File: config.mk
export PLATFORM = sky130hd
export DESIGN_NAME = pwm_config_validator_multi
export DESIGN_NICKNAME = d
export VERILOG_FILES = /design/src/rtl/pwm_validator_pkg.sv /design/src/rtl/pwm_channel_check.sv /design/src/rtl/pwm_config_validator_multi.sv
export SDC_FILE = /design/constraint.sdc
export NUM_CORES = 1
export LEC_CHECK = 0
export CORE_MARGIN = 1.5
export CORE_UTILIZATION = 34
export CTS_BUF_LIST = sky130_fd_sc_hd__clkbuf_8
export DETAILED_ROUTE_END_ITERATION = 10
export PLACE_DENSITY = 0.63
export SYNTH_ARGS = -nofsm -noshare
export SYNTH_HDL_FRONTEND = slang
export SYNTH_SLANG_ARGS = --single-unit
File: constraint.sdc
create_clock -name clock -period 9 [get_ports clock]
set_input_delay 1.35 -clock clock [delete_from_list [all_inputs] [get_ports clock]]
set_output_delay 1.35 -clock clock [all_outputs]
set_load 0.01 [all_outputs]
File: src/rtl/pwm_validator_pkg.sv
// Shared constants for the multi-channel PWM configuration validator:
// rejection reason codes and the controller state encoding.
package pwm_validator_pkg;

    localparam logic [2:0] ERR_NONE                  = 3'd0;
    localparam logic [2:0] ERR_PERIOD_ZERO           = 3'd1;
    localparam logic [2:0] ERR_HIGHSIDE_ORDER        = 3'd2;
    localparam logic [2:0] ERR_DEADTIME_HIGH_LOW     = 3'd3;
    localparam logic [2:0] ERR_LOWSIDE_ORDER         = 3'd4;
    localparam logic [2:0] ERR_LOWSIDE_BEYOND_PERIOD = 3'd5;
    localparam logic [2:0] ERR_DEADTIME_WRAP         = 3'd6;

    typedef enum logic [1:0] {
        ST_IDLE  = 2'd0,
        ST_CHECK = 2'd1,
        ST_ARMED = 2'd2
    } state_t;

endpackage

File: src/rtl/pwm_channel_check.sv
// Combinational timing check of one half-bridge channel against the period.
// All arithmetic is one bit wider than the ticks so nothing can wrap.
module pwm_channel_check
    import pwm_validator_pkg::*;
#(
    parameter int bitwidth      = 8,
    parameter int dead_time_min = 1
) (
    input  logic [bitwidth-1:0]   period_i,
    input  logic [4*bitwidth-1:0] edges_i,
    output logic                  pass_o,
    output logic [2:0]            code_o
);

    logic [bitwidth:0] per, rh, fh, rl, fl, dt;

    assign per = {1'b0, period_i};
    assign rh  = {1'b0, edges_i[0*bitwidth +: bitwidth]};
    assign fh  = {1'b0, edges_i[1*bitwidth +: bitwidth]};
    assign rl  = {1'b0, edges_i[2*bitwidth +: bitwidth]};
    assign fl  = {1'b0, edges_i[3*bitwidth +: bitwidth]};
    assign dt  = (bitwidth+1)'(dead_time_min);

    // Priority order matters: the first failing rule names the rejection.
    always_comb begin
        code_o = ERR_NONE;
        if (per == '0)
            code_o = ERR_PERIOD_ZERO;
        else if (rh >= fh)
            code_o = ERR_HIGHSIDE_ORDER;
        else if (fh + dt > rl)
            code_o = ERR_DEADTIME_HIGH_LOW;
        else if (rl >= fl)
            code_o = ERR_LOWSIDE_ORDER;
        else if (fl > per)
            code_o = ERR_LOWSIDE_BEYOND_PERIOD;
        else if ((per - fl) + rh < dt)
            code_o = ERR_DEADTIME_WRAP;
    end

    assign pass_o = (code_o == ERR_NONE);

endmodule

File: src/rtl/pwm_config_validator_multi.sv
// Stages a multi-channel PWM timing set, checks one channel per cycle and
// applies the whole set atomically at the next period boundary.
module pwm_config_validator_multi
    import pwm_validator_pkg::*;
#(
    parameter int bitwidth      = 8,
    parameter int channel_count = 3,
    parameter int dead_time_min = 1
) (
    input  logic                                clock,
    input  logic                                reset,
    input  logic [bitwidth-1:0]                 period_in,
    input  logic [4*bitwidth*channel_count-1:0] edges_in,
    input  logic                                load,
    input  logic                                period_end,
    output logic                                ready,
    output logic [bitwidth-1:0]                 period_out,
    output logic [4*bitwidth*channel_count-1:0] edges_out,
    output logic                                configuration_valid,
    output logic                                update_pulse,
    output logic                                error,
    output logic [((channel_count > 1) ? $clog2(channel_count) : 1)-1:0] error_channel,
    output logic [2:0]                          error_code
);

    localparam int EW = 4 * bitwidth;
    localparam int AW = EW * channel_count;
    localparam int CW = (channel_count > 1) ? $clog2(channel_count) : 1;
    localparam logic [CW-1:0] LAST = CW'(channel_count - 1);

    state_t              state_q, state_d;
    logic [CW-1:0]       idx_q, idx_d;
    logic [bitwidth-1:0] stg_per_q, stg_per_d;
    logic [AW-1:0]       stg_edg_q, stg_edg_d;
    logic [bitwidth-1:0] per_q, per_d;
    logic [AW-1:0]       edg_q, edg_d;
    logic                valid_q, valid_d;
    logic                upd_q, upd_d;
    logic                err_q, err_d;
    logic [CW-1:0]       ech_q, ech_d;
    logic [2:0]          ecode_q, ecode_d;

    logic [EW-1:0]       ch_sel;
    logic                ch_pass;
    logic [2:0]          ch_code;

    assign ch_sel = stg_edg_q[int'(idx_q) * EW +: EW];

    pwm_channel_check #(
        .bitwidth      (bitwidth),
        .dead_time_min (dead_time_min)
    ) u_check (
        .period_i (stg_per_q),
        .edges_i  (ch_sel),
        .pass_o   (ch_pass),
        .code_o   (ch_code)
    );

    always_ff @(posedge clock or posedge reset) begin
        if (reset) begin
            state_q   <= ST_IDLE;
            idx_q     <= '0;
            stg_per_q <= '0;
            stg_edg_q <= '0;
            per_q     <= '0;
            edg_q     <= '0;
            valid_q   <= 1'b0;
            upd_q     <= 1'b0;
            err_q     <= 1'b0;
            ech_q     <= '0;
            ecode_q   <= ERR_NONE;
        end else begin
            state_q   <= state_d;
            idx_q     <= idx_d;
            stg_per_q <= stg_per_d;
            stg_edg_q <= stg_edg_d;
            per_q     <= per_d;
            edg_q     <= edg_d;
            valid_q   <= valid_d;
            upd_q     <= upd_d;
            err_q     <= err_d;
            ech_q     <= ech_d;
            ecode_q   <= ecode_d;
        end
    end

    always_comb begin
        state_d   = state_q;
        idx_d     = idx_q;
        stg_per_d = stg_per_q;
        stg_edg_d = stg_edg_q;
        per_d     = per_q;
        edg_d     = edg_q;
        valid_d   = valid_q;
        upd_d     = 1'b0;
        err_d     = err_q;
        ech_d     = ech_q;
        ecode_d   = ecode_q;
        unique case (state_q)
            ST_IDLE: begin
                if (load) begin
                    stg_per_d = period_in;
                    stg_edg_d = edges_in;
                    err_d     = 1'b0;
                    ech_d     = '0;
                    ecode_d   = ERR_NONE;
                    idx_d     = '0;
                    state_d   = ST_CHECK;
                end
            end
            ST_CHECK: begin
                if (!ch_pass) begin
                    err_d   = 1'b1;
                    ech_d   = idx_q;
                    ecode_d = ch_code;
                    state_d = ST_IDLE;
                end else if (idx_q == LAST) begin
                    state_d = ST_ARMED;
                end else begin
                    idx_d = idx_q + 1'b1;
                end
            end
            ST_ARMED: begin
                if (period_end) begin
                    per_d   = stg_per_q;
                    edg_d   = stg_edg_q;
                    valid_d = 1'b1;
                    upd_d   = 1'b1;
                    state_d = ST_IDLE;
                end
            end
            default: state_d = ST_IDLE;
        endcase
    end

    assign ready               = (state_q == ST_IDLE);
    assign period_out          = per_q;
    assign edges_out           = edg_q;
    assign configuration_valid = valid_q;
    assign update_pulse        = upd_q;
    assign error               = err_q;
    assign error_channel       = ech_q;
    assign error_code          = ecode_q;

endmodule
==> run summary <==
Detail Placement HPWL - 22.5 mm
hold endpoint - edges_out[87]
RSZ-0062 raised after global routing - no
Syn Area/Cell - 8.60 um^2
crit path time final - 4.46 ns
fin crit share - 49.5%
Hold Path Cell Cnt - 2
die height - 180 um
CP Cell Sequence - buf_4 > mux2i_1 > o22a_1 > inv_1 > ha_1 > inv_1 > ha_1 > inv_1 > fa_1 > nand3b_1 > nor4_1 > nand4_1 > or4_4 > a41o_1 > a22o_1
I/O Pins - 221
most frequent cells in the layout - 638 x nand2_1, 220 x clkdlybuf4s50_1, 218 x dfrtp_1, 70 x inv_1, 47 x clkbuf_8
leakage power - 7.02 nW
initial antenna violation count - 0
CP Data Required Time - 9.42 ns
final setup fails - 0
final wirelength - 31.8 mm
worst skew pair latency - 0.54 ns
Clock Path Buffers - 3
multi-input logic area - 4640 um^2
sequential cell area fraction in the yosys report - 51.9%
Distinct cells, synth - 59
Sw Ratio - 41.7%
GP Congestion - 0.869
number of diodes - 0
commonest non-fill, non-tap cell in the layout - nand2_1
first-pass GRT wire length - 49.8 mm
Critical Path Max Stage Delay - 0.69 ns
Max-slew headroom - 38.2%
setup ws final - 4.54 ns
post-CTS setup buffer count - 0
reg-to-reg slack, setup - 4.54 ns
maximum fanout along the worst path - 67
critical path's most frequent cell - inv_1
Synthesis Warnings - 0
PortBufs - 220
Clk pwr share - 19.5%
Post-route DRC - 0
Net Sw Power - 2.00 mW
row count - 64
die width - 180 um
critical path class - reg -> reg
synthesized flop and latch total - 220
Clock Pin Slew Worst Setup and Hold Paths - 0.06 ns
non-filler instance count after layout - 1863
Critical Path Start Type - flip-flop
synthesized area - 10600 um^2
post-synth net total - 1392
Worst Max-Slew Pin Slew - 0.927 ns
Initial DRT Pass Iterations - 7
Hold Startpoint - edges_out[87]
Post-CTS Resized - 0
asr flop ratio synth - 100%
r2r startpoint - idx_q[1]
Fin Setup TNS - 0 ns
R2R depth - 15
Pwr per Cell Area - 344 nW/um^2
reg2reg end - error_channel[1]
Routed Antenna Nets - 0
FMAX - 0.224 GHz
all-layer global routing usage - 19.4%
number of flops mapped to enable cells by yosys - 0
number of global-route vias before repair - 8909
worst vdd ir - 0.000212 V
Starting Density - 34.6%
Cells after Synth - 1233
htree depth - 2
worst hold-check path type - reg -> reg
Vias - 8984
WHS - 0.471 ns
layout cell share with drive strength beyond 1 - 5.18%
CTS buffer count - 39
crit end category - flip-flop
outcome - finished clean
sequential share of power - 32.6%
Sink Count - 220
filler instances - 3002
pin count of the biggest net entering global routing - 89
Iter 0 DRT Violations - 656
core area - 30700 um^2
Comb pwr share - 47.9%
Area growth syn-to-layout - 31.2%
post-place setup slack - 4.61 ns
Critical Path AT - 4.88 ns
Placed Cells incl. Taps - 1800
Root Buffer - clkbuf_8
crit path max-delay cell type - buf_4
Most used DFF post-synth - dfrtp_1
routed vias/inst - 4.82
CTS tree - yes
Final Hold Viols - 0
register area - 5510 um^2
internal power - 2.79 mW
Slew Limit Fails - 0
max-cap violation count - 0
GR Overflow Total - 0
Post-Route Skew - 0.0146 ns
Final nets - 1604
DIE AREA - 32300 um^2
WL/cell - 17.1 um
cts hold-fix bufs - 0
[kinds of logic (layout without fill, tap and decap cells)]
family          count (synthesis)  in the layout  synth area share [%]
compound gates                110            110                  7.53
simple gates                  690            690                  25.5
flops                         220            220                  51.9
fa+ha+maj                      51             51                  6.58
buf+inv                       118            352                  4.43
xor+xnor                        9              9                 0.743
mux                            35             35                  3.30
[through the flow]
stage | instance area (um^2) | utilization [%] | power [mW]
final | 13900 | 45.4 | 4.79
after CTS | 13900 | 45.4 | 4.80
after global placement | 13100 | 42.9 | 3.79
after global routing | 13900 | 45.4 | 5.16
after floorplan | 10600 | - | 3.11
after detailed placement | 13100 | 42.9 | 3.85
[cell usage after synthesis, drive strengths merged, types with 4 or more instances]
library cell / instances / area, um^2
nand2b: 6 / 37.5
a211oi: 5 / 37.5
xnor2: 7 / 61.3
o22ai: 6 / 43.8
buf: 10 / 65.1
fa: 8 / 160
inv: 60 / 225
a21o: 6 / 46.3
nand2: 639 / 2400
a22o: 4 / 36.3
ha: 43 / 538
o21ai: 30 / 150
mux2i: 35 / 350
a21oi: 14 / 70.1
clkbuf: 48 / 180
nand4: 5 / 31.3
nor2: 13 / 48.8
dfrtp: 220 / 5510
o22a: 27 / 236
[how the worst max path moves through the flow]
stage / startpoint / end / cells past startpoint / slack [ns]
2_1_floorplan: reset / configuration_valid / 1 / 1.63
3_3_place_gp: idx_q[1] / error_channel[1] / 14 / 4.72
3_5_place_dp: idx_q[1] / error_channel[1] / 14 / 4.61
4_1_cts: idx_q[1] / error_channel[1] / 14 / 4.57
5_1_grt: idx_q[1] / error_channel[1] / 14 / 4.29
6_report: idx_q[1] / error_channel[1] / 15 / 4.54
[layout make-up]
cell class	instances	area share, %
Tap cell	396	3.56
Clock buffer	47	4.65
Timing Repair Buffer	229	16.3
Clock inverter	16	0.872
Sequential cell	220	39.6
Multi-Input combinational cell	895	33.4
Inverter	60	1.68
[critical path: cells and delay by family (launching register included)]
kind | cells | cell delay [ns]
and+or+nand+nor | 4 | 1.13
adders and majority gates | 3 | 0.97
buffers and inverters | 4 | 0.90
AOI/OAI and AO/OA | 3 | 0.68
DFF | 1 | 0.34
muxes | 1 | 0.29
[registers in the layout (all words and copies together), names as in the netlist]
register             count
error_code               3
period_out               8
idx_q                    2
error                    1
error_channel            2
state_q                  2
stg_per_q                8
stg_edg_q               96
edges_out               96
configuration_valid      1
update_pulse             1
[power groups by stage]
stage | combinational (mW) | clock (mW) | sequential [mW]
global route | 2.57 | 0.999 | 1.59
floorplan | 1.66 | 0 | 1.45
CTS | 2.29 | 0.955 | 1.56
finish | 2.30 | 0.933 | 1.56
global placement | 2.22 | 0 | 1.58
detailed placement | 2.28 | 0 | 1.57
[layer usage]
layer / part of all wire (%) / routed length (um) / vias up / GRT usage, %
met5: 0 / 0 / - / 0
met4: 2.0 / 623 / 0 / 5.60
met3: 6.7 / 2120 / 46 / 4.27
met2: 42 / 13300 / 317 / 27.7
met1: 50 / 15800 / 4272 / 29.4
li1: - / - / 4349 / -
(Power assumes the default switching activity.)
